File: config.mk
export PLATFORM = sky130hd
export DESIGN_NAME = ztft43_draw_scheduler
export DESIGN_NICKNAME = d
export VERILOG_FILES = /design/src/rtl/ztft43_draw_scheduler.sv
export SDC_FILE = /design/constraint.sdc
export NUM_CORES = 1
export LEC_CHECK = 0
export ABC_AREA = 1
export CAP_MARGIN = 15
export CORE_ASPECT_RATIO = 0.6
export CORE_UTILIZATION = 35
export CTS_BUF_LIST = sky130_fd_sc_hd__clkbuf_8
export CTS_CLUSTER_DIAMETER = 40
export CTS_CLUSTER_SIZE = 8
export DETAILED_ROUTE_END_ITERATION = 10
export PLACE_DENSITY_LB_ADDON = 0.1
export SYNTH_ARGS = -nofsm -noshare
export SYNTH_HDL_FRONTEND = slang
export SYNTH_SLANG_ARGS = --single-unit
File: constraint.sdc
create_clock -name clk -period 4.95 [get_ports clk]
set_input_delay 0.99 -clock clk [delete_from_list [all_inputs] [get_ports clk]]
set_output_delay 0.99 -clock clk [all_outputs]
set_load 0.01 [all_outputs]
File: src/rtl/ztft43_draw_scheduler.sv
// Draw-job sequencer for the TFT 4.3" adapter: one static draw after reset, then
// round-robin refresh of wave / RTC / counter panes, with a per-job watchdog.
module ztft43_draw_scheduler #(
  parameter int WAVE_PERIOD = 200_000,
  parameter int RTC_PERIOD  = 20_000_000,
  parameter int CNT_PERIOD  = 2_000_000,
  parameter int TIMEOUT     = 4_000_000
) (
  input  logic       clk,
  input  logic       rst_n,
  input  logic       req_wave,
  input  logic       req_rtc,
  input  logic       req_cnt,
  input  logic       req_full,
  input  logic       done,
  output logic       en,
  output logic [3:0] trigger,
  output logic       busy,
  output logic       timeout_err
);

  localparam int WAVE_W = (WAVE_PERIOD > 1) ? $clog2(WAVE_PERIOD) : 1;
  localparam int RTC_W  = (RTC_PERIOD  > 1) ? $clog2(RTC_PERIOD)  : 1;
  localparam int CNT_W  = (CNT_PERIOD  > 1) ? $clog2(CNT_PERIOD)  : 1;
  localparam int TO_W   = (TIMEOUT     > 1) ? $clog2(TIMEOUT)     : 1;

  localparam logic [WAVE_W-1:0] WAVE_LAST = WAVE_W'(WAVE_PERIOD - 1);
  localparam logic [RTC_W-1:0]  RTC_LAST  = RTC_W'(RTC_PERIOD - 1);
  localparam logic [CNT_W-1:0]  CNT_LAST  = CNT_W'(CNT_PERIOD - 1);
  localparam logic [TO_W-1:0]   TO_LAST   = TO_W'(TIMEOUT - 1);

  localparam int P_FULL = 0;
  localparam int P_WAVE = 1;
  localparam int P_RTC  = 2;
  localparam int P_CNT  = 3;

  localparam logic [3:0] JOB_IDLE   = 4'd0;
  localparam logic [3:0] JOB_STATIC = 4'd1;
  localparam logic [3:0] JOB_WAVE   = 4'd2;
  localparam logic [3:0] JOB_RTC    = 4'd3;
  localparam logic [3:0] JOB_CNT    = 4'd4;

  typedef enum logic [1:0] {ST_IDLE, ST_ISSUE, ST_WAIT, ST_RELEASE} state_t;
  typedef enum logic [1:0] {RR_WAVE, RR_RTC, RR_CNT} rr_t;

  state_t state, state_nxt;
  rr_t    last, last_nxt;

  logic [WAVE_W-1:0] wave_tmr;
  logic [RTC_W-1:0]  rtc_tmr;
  logic [CNT_W-1:0]  cnt_tmr;
  logic [TO_W-1:0]   wd, wd_nxt;
  logic              tick_wave, tick_rtc, tick_cnt;

  logic [3:0] pend, set_vec, clr_vec, win;
  logic [3:0] win_code, trig_nxt;
  logic       en_nxt, err_set;

  assign tick_wave = (wave_tmr == WAVE_LAST);
  assign tick_rtc  = (rtc_tmr  == RTC_LAST);
  assign tick_cnt  = (cnt_tmr  == CNT_LAST);

  // Period timers free-run independently of the scheduler state.
  always_ff @(posedge clk or negedge rst_n) begin
    if (!rst_n) begin
      wave_tmr <= '0;
      rtc_tmr  <= '0;
      cnt_tmr  <= '0;
    end else begin
      wave_tmr <= tick_wave ? '0 : wave_tmr + WAVE_W'(1);
      rtc_tmr  <= tick_rtc  ? '0 : rtc_tmr  + RTC_W'(1);
      cnt_tmr  <= tick_cnt  ? '0 : cnt_tmr  + CNT_W'(1);
    end
  end

  assign set_vec = {req_cnt | tick_cnt, req_rtc | tick_rtc, req_wave | tick_wave, req_full};

  // Static redraw beats everything; refresh jobs rotate starting after the last grant.
  always_comb begin
    win = '0;
    if (pend[P_FULL]) begin
      win[P_FULL] = 1'b1;
    end else begin
      case (last)
        RR_WAVE: begin
          if      (pend[P_RTC])  win[P_RTC]  = 1'b1;
          else if (pend[P_CNT])  win[P_CNT]  = 1'b1;
          else if (pend[P_WAVE]) win[P_WAVE] = 1'b1;
        end
        RR_RTC: begin
          if      (pend[P_CNT])  win[P_CNT]  = 1'b1;
          else if (pend[P_WAVE]) win[P_WAVE] = 1'b1;
          else if (pend[P_RTC])  win[P_RTC]  = 1'b1;
        end
        default: begin
          if      (pend[P_WAVE]) win[P_WAVE] = 1'b1;
          else if (pend[P_RTC])  win[P_RTC]  = 1'b1;
          else if (pend[P_CNT])  win[P_CNT]  = 1'b1;
        end
      endcase
    end
  end

  always_comb begin
    win_code = JOB_IDLE;
    if      (win[P_FULL]) win_code = JOB_STATIC;
    else if (win[P_WAVE]) win_code = JOB_WAVE;
    else if (win[P_RTC])  win_code = JOB_RTC;
    else if (win[P_CNT])  win_code = JOB_CNT;
  end

  always_comb begin
    state_nxt = state;
    last_nxt  = last;
    en_nxt    = en;
    trig_nxt  = trigger;
    wd_nxt    = wd;
    clr_vec   = '0;
    err_set   = 1'b0;
    case (state)
      ST_IDLE: begin
        en_nxt   = 1'b0;
        trig_nxt = JOB_IDLE;
        if (|pend) state_nxt = ST_ISSUE;
      end
      ST_ISSUE: begin
        en_nxt   = |win;
        trig_nxt = win_code;
        clr_vec  = win;
        wd_nxt   = '0;
        if (win[P_WAVE]) last_nxt = RR_WAVE;
        if (win[P_RTC])  last_nxt = RR_RTC;
        if (win[P_CNT])  last_nxt = RR_CNT;
        state_nxt = (|win) ? ST_WAIT : ST_IDLE;
      end
      ST_WAIT: begin
        wd_nxt = wd + TO_W'(1);
        // done has priority over a watchdog expiry in the same cycle
        if (done) begin
          en_nxt    = 1'b0;
          trig_nxt  = JOB_IDLE;
          state_nxt = ST_RELEASE;
        end else if (wd == TO_LAST) begin
          en_nxt    = 1'b0;
          trig_nxt  = JOB_IDLE;
          err_set   = 1'b1;
          state_nxt = ST_RELEASE;
        end
      end
      default: begin
        en_nxt   = 1'b0;
        trig_nxt = JOB_IDLE;
        if (!done) state_nxt = ST_IDLE;
      end
    endcase
  end

  // A request landing in the same cycle as its issue survives the clear.
  always_ff @(posedge clk or negedge rst_n) begin
    if (!rst_n) begin
      state       <= ST_IDLE;
      last        <= RR_CNT;
      pend        <= 4'b0001;
      en          <= 1'b0;
      trigger     <= JOB_IDLE;
      wd          <= '0;
      timeout_err <= 1'b0;
    end else begin
      state       <= state_nxt;
      last        <= last_nxt;
      pend        <= (pend & ~clr_vec) | set_vec;
      en          <= en_nxt;
      trigger     <= trig_nxt;
      wd          <= wd_nxt;
      timeout_err <= timeout_err | err_set;
    end
  end

  assign busy = en;

endmodule
; ---- Word-level counts from Yosys, hierarchy flattened
; Cells that the tools add are included.
[word_totals]
register_bits = 100
latchBits = 0
ramBits = 0
mem_bits_ro = 0
inputBits = 7
out_inout_bits = 7
memories = 0
[op_classes]
add_sub_neg = 4
n_mul = 0
div_mod_pow = 0
order_cmp = 0
n_eq_ne = 10
n_shift = 0
mux = 39
bitwise = 7
reduce_logical = 8
[ops]
columns = operator, n
row1 = $pmux 22 s2, 1
row2 = $add 25x1->25 const B, 1
row3 = $eq 25x25->1 const B, 1
row4 = $mux 25, 1
row5 = $add 22x1->22 const B, 1
row6 = $eq 22x22->1 const B, 1
row7 = $add 21x1->21 const B, 1
row8 = $eq 21x21->1 const B, 1
row9 = $mux 21, 1
row10 = $mux 2, 10
row11 = $add 18x1->18 const B, 1
row12 = $eq 18x18->1 const B, 1
row13 = $mux 18, 1
row14 = $mux 3, 5
row15 = $mux 1, 13
row16 = $mux 4, 3
row17 = $pmux 4 s2, 1
row18 = $reduce_or 4->1, 2
row19 = $pmux 2 s3, 1
row20 = $pmux 3 s2, 1
row21 = $and 4x4->4, 1
row22 = $eq 2x1->1 const B, 2
row23 = $logic_not 2->1, 2
row24 = $ne 4x1->1 const B, 1
row25 = 11 further kinds, 14

; ---- Longest topological paths before layout
[depth]
depth_word = 10
mapped_depth = 12
mapped_depth_nobuf = 11

; ---- Worst setup path before layout
; OpenSTA, ideal clock, no wires.
[synth_timing]
path_type = reg-to-reg
start = reg state[0]
end = reg wd[7]
t_arrival_ns = 1.501
required_ns = 4.830
path_slack_ns = 3.330
path_stages_with_launch = 13
path_buffers = 1
period_less_slack_ns = 1.620
path_cell_list = dfrtp_1 > inv_1 > ha_1 > buf_4 > inv_4 > nor2_4 > nand2_2 > nor2_1 > inv_1 > nand2_1 > nand2_1 > o21ai_0 > inv_1
[synth_between]
elab_chain_len = 2
word_cells_on_any_way = 4
cone_classes = eq/ne: 2 / mux: 1 / reduce/logical: 1
[synth_lines]
columns = element, line
row1 = from (decl), 46  ; state_t state, state_nxt;
row2 = from (signal assigned), 169  ; state <= state_nxt;
row3 = $eq 2x2->1 or $eq 2x1->1 (tied branches), 120  ; case (state)
row4 = $pmux 22 s2 or $reduce_bool 2->1 (tied branches), --
row5 = to (signal assigned), 174  ; wd <= wd_nxt;
row6 = to (decl), 52  ; logic [TO_W-1:0] wd, wd_nxt;
; Parallel ways exist; a longest one is shown, timed or not.
; A chain may end at the register's enable or synchronous reset.

; ---- Worst setup path in the final report
[layout_timing]
start = reg timeout_err
end = out timeout_err
[layout_rtl]
columns = element, line
row1 = from (decl), 19  ; output logic timeout_err
row2 = from (signal assigned), 175  ; timeout_err <= timeout_err | err_set;
; No word-level cell between the ends.

==> metrics.cfg <==
[setup_path]
critPathMaxFanout = 2
crit_slowest_cell = clkdlybuf4s50_1
crit_buf_inv = 1
critical-path-top-delay-family = buffers and inverters
worstSetupEndpointType = output port
crit_path_max_incr_delay_ns = 0.56
critical_path_arrival_ns = 1.30
cp_data_required_time_ns = 3.96
crit_chain = clkdlybuf4s50_1
start_kind = register
critPathKind = reg2out

[power]
vdd_drop_max_v = 0.000130
leakagePower_nw = 2.92
switching_share_pct = 32.4
power.density_nw_per_um2 = 288
pwr-share-seq_pct = 49.4
switching_power_mw = 0.585
combPwrFrac_pct = 21.1
p_int_mw = 1.22
p_clk_share_pct = 29.5
finalPower_mw = 1.80

[floorplanning]
coreArea_um2 = 15700
fp.dieArea_um2 = 16900
die_h_um = 101
io_pins = 14
floorplan.rows = 35
die_w_um = 167
start_util_pct = 36.5

[timing]
finClkSkew_ns = 0.0133
relSlewSlack_pct = 43.1
hold_slack_ns = 0.482
setup_slack_ns = 2.66
finalHoldViolations = 0
max_freq_mhz = 437
final.setup.tns_ns = 0
report.final.slew_viol_count = 0
period_needed_ns = 2.29
grt_setup_unrepaired = false
period_share_pct = 46.2
tightest_slew_ns = 0.854
setup-violations-final = 0

[cts]
cts.path.max_buffers = 2
cts_tree = built
clk_pin_slew_ns = 0.10
post_cts_buffers = 0
post_cts_resized = 0
clk_latency_ns = 0.38
cts_hold_buffers = 0
clock_sinks = 99
cts_buffers = 9
htreeDepth = 3
cts_root_buf = clkbuf_8

[detailed_routing]
drcViolationCount = 0
via_count = 4731
via_per_inst = 4.80
routed_wl_um = 13200
routedWlPerCell_um = 13.4
drtAntennaViolNets = 0
drtIter0Drc = 494
dr.pass1.iters = 5

[placement]
gp_congestion = 0.868
io_buffers = 12
pre_cts_ws_ns = 2.75
hpwl_um = 10200

[layout]
area_growth_pct = 9.30
final_layout_size_suffix_gt1_share_pct = 9.96
multi_input_area_um2 = 2770
final_common_cell = nand2_1
fill_cells = 1637
fin_nets = 793
layout_common_cells = nand2_1, nor2_1, inv_1, dfrtp_1, nand3_1
antenna_cells = 0
seq_area_um2 = 2480

[synth]
ys_warn_count = 0
postSynthCellCount = 759
netlist_area_um2 = 5730
ys_seq_elements = 99
async_reset_ff_share_pct = 100
syn_avg_cell_area_um2 = 7.55
synth_nets = 774
yosys.cell_types.count = 35
synth-main-ff-cell = dfrtp_1
synth_edf_count = 0
ys_seq_area_share_pct = 43.3

[global_route]
grt_max_degree = 67
antenna_found_initial = 0
grt_overflow_total = 0
grt_pass1_vias = 4499
grt_usage_pct = 17.2
grt_pass1_wl_um = 22700

[min_path]
hp-class = reg2reg

[run]
drv_cap = 0

[outcome]
status = finished clean

sequential cells by signal, indices dropped and copies added, names as in the netlist:
signal       count
rtc_tmr         25
trigger          3
wd              22
cnt_tmr         21
wave_tmr        18
last             2
busy             1
state            2
timeout_err      1
pend             4
power groups by stage:
stage	combinational, mW	clock, mW	sequential (mW)
after floorplan	0.281	0	0.901
after global placement	0.376	0	0.902
after detailed placement	0.385	0	0.904
after CTS	0.385	0.558	0.890
after global routing	0.435	0.586	0.897
final	0.381	0.532	0.890
synth_stat cells (12+ instances only):
master   count  share of area, %
nand2_1    184                12
nor2_1     118               7.7
xor2_1      32               4.9
a21oi_1     20               1.7
nor3_1      19               1.7
nand3_1     44               3.8
dfrtp_1     97                42
o21ai_0     14               1.2
nand4_1     28               3.1
inv_2       12              0.79
inv_1      103               6.7
worst paths after layout:
path | start | to | slack [ns] | cells after the start
setup / recovery | timeout_err$_DFF_PN0_ | timeout_err | 2.66 | 1
hold / removal | trigger[0]$_DFFE_PN0P_ | trigger[0]$_DFFE_PN0P_ | 0.48 | 2
setup reg to reg | state[0]$_DFFE_PN0P_ | wd[7]$_DFFE_PN0N_ | 2.82 | 9
hold reg to reg | trigger[0]$_DFFE_PN0P_ | trigger[0]$_DFFE_PN0P_ | 0.48 | 2
max in group asynchronous | rst_n | wd[8]$_DFFE_PN0N_ | 3.26 | 2
min in group asynchronous | rst_n | wave_tmr[9]$_DFF_PN0_ | 0.72 | 1
per-stage QoR:
step	instance area [µm²]	utilization, %	cells
2_1_floorplan	5730	-	759
3_3_place_gp	6070	38.7	970
3_5_place_dp	6070	38.7	970
4_1_cts	6260	39.9	986
5_1_grt	6260	39.9	986
6_report	6260	39.9	986
tightest hold or removal path, stage by stage, from the launching register on:
cell     delay (ns)
dfrtp_1        0.36
nand2_1        0.05
nand2_1        0.04
layout make-up:
cell class	count	area share (%)
Timing Repair Buffer	13	2.00
Clock buffer	10	2.20
Multi-Input combinational cell	539	44.2
Tap cell	203	4.06
Sequential cell	99	39.6
Inverter	116	6.99
Clock inverter	6	0.919
per-layer routing:
metal  wire [µm]  track usage [%]  vias to the layer above
li1            -                -                     2429
met1        7650             27.1                     2199
met2        4880             23.3                       94
met3         599             3.81                        9
met4         103             3.67                        0
met5           0                0                        -
cell families (layout without fill, tap and decap cells):
group,count (synthesis),count (layout),synth area share (%)
other cells,1,1,0.0655
xor+xnor,36,36,5.50
buf+inv,121,145,8.36
compound gates,45,45,4.26
fa+ha+maj,8,8,1.75
flops,99,99,43.3
simple gates,449,449,36.8
No activity file was read; power rests on OpenSTA's default activity.
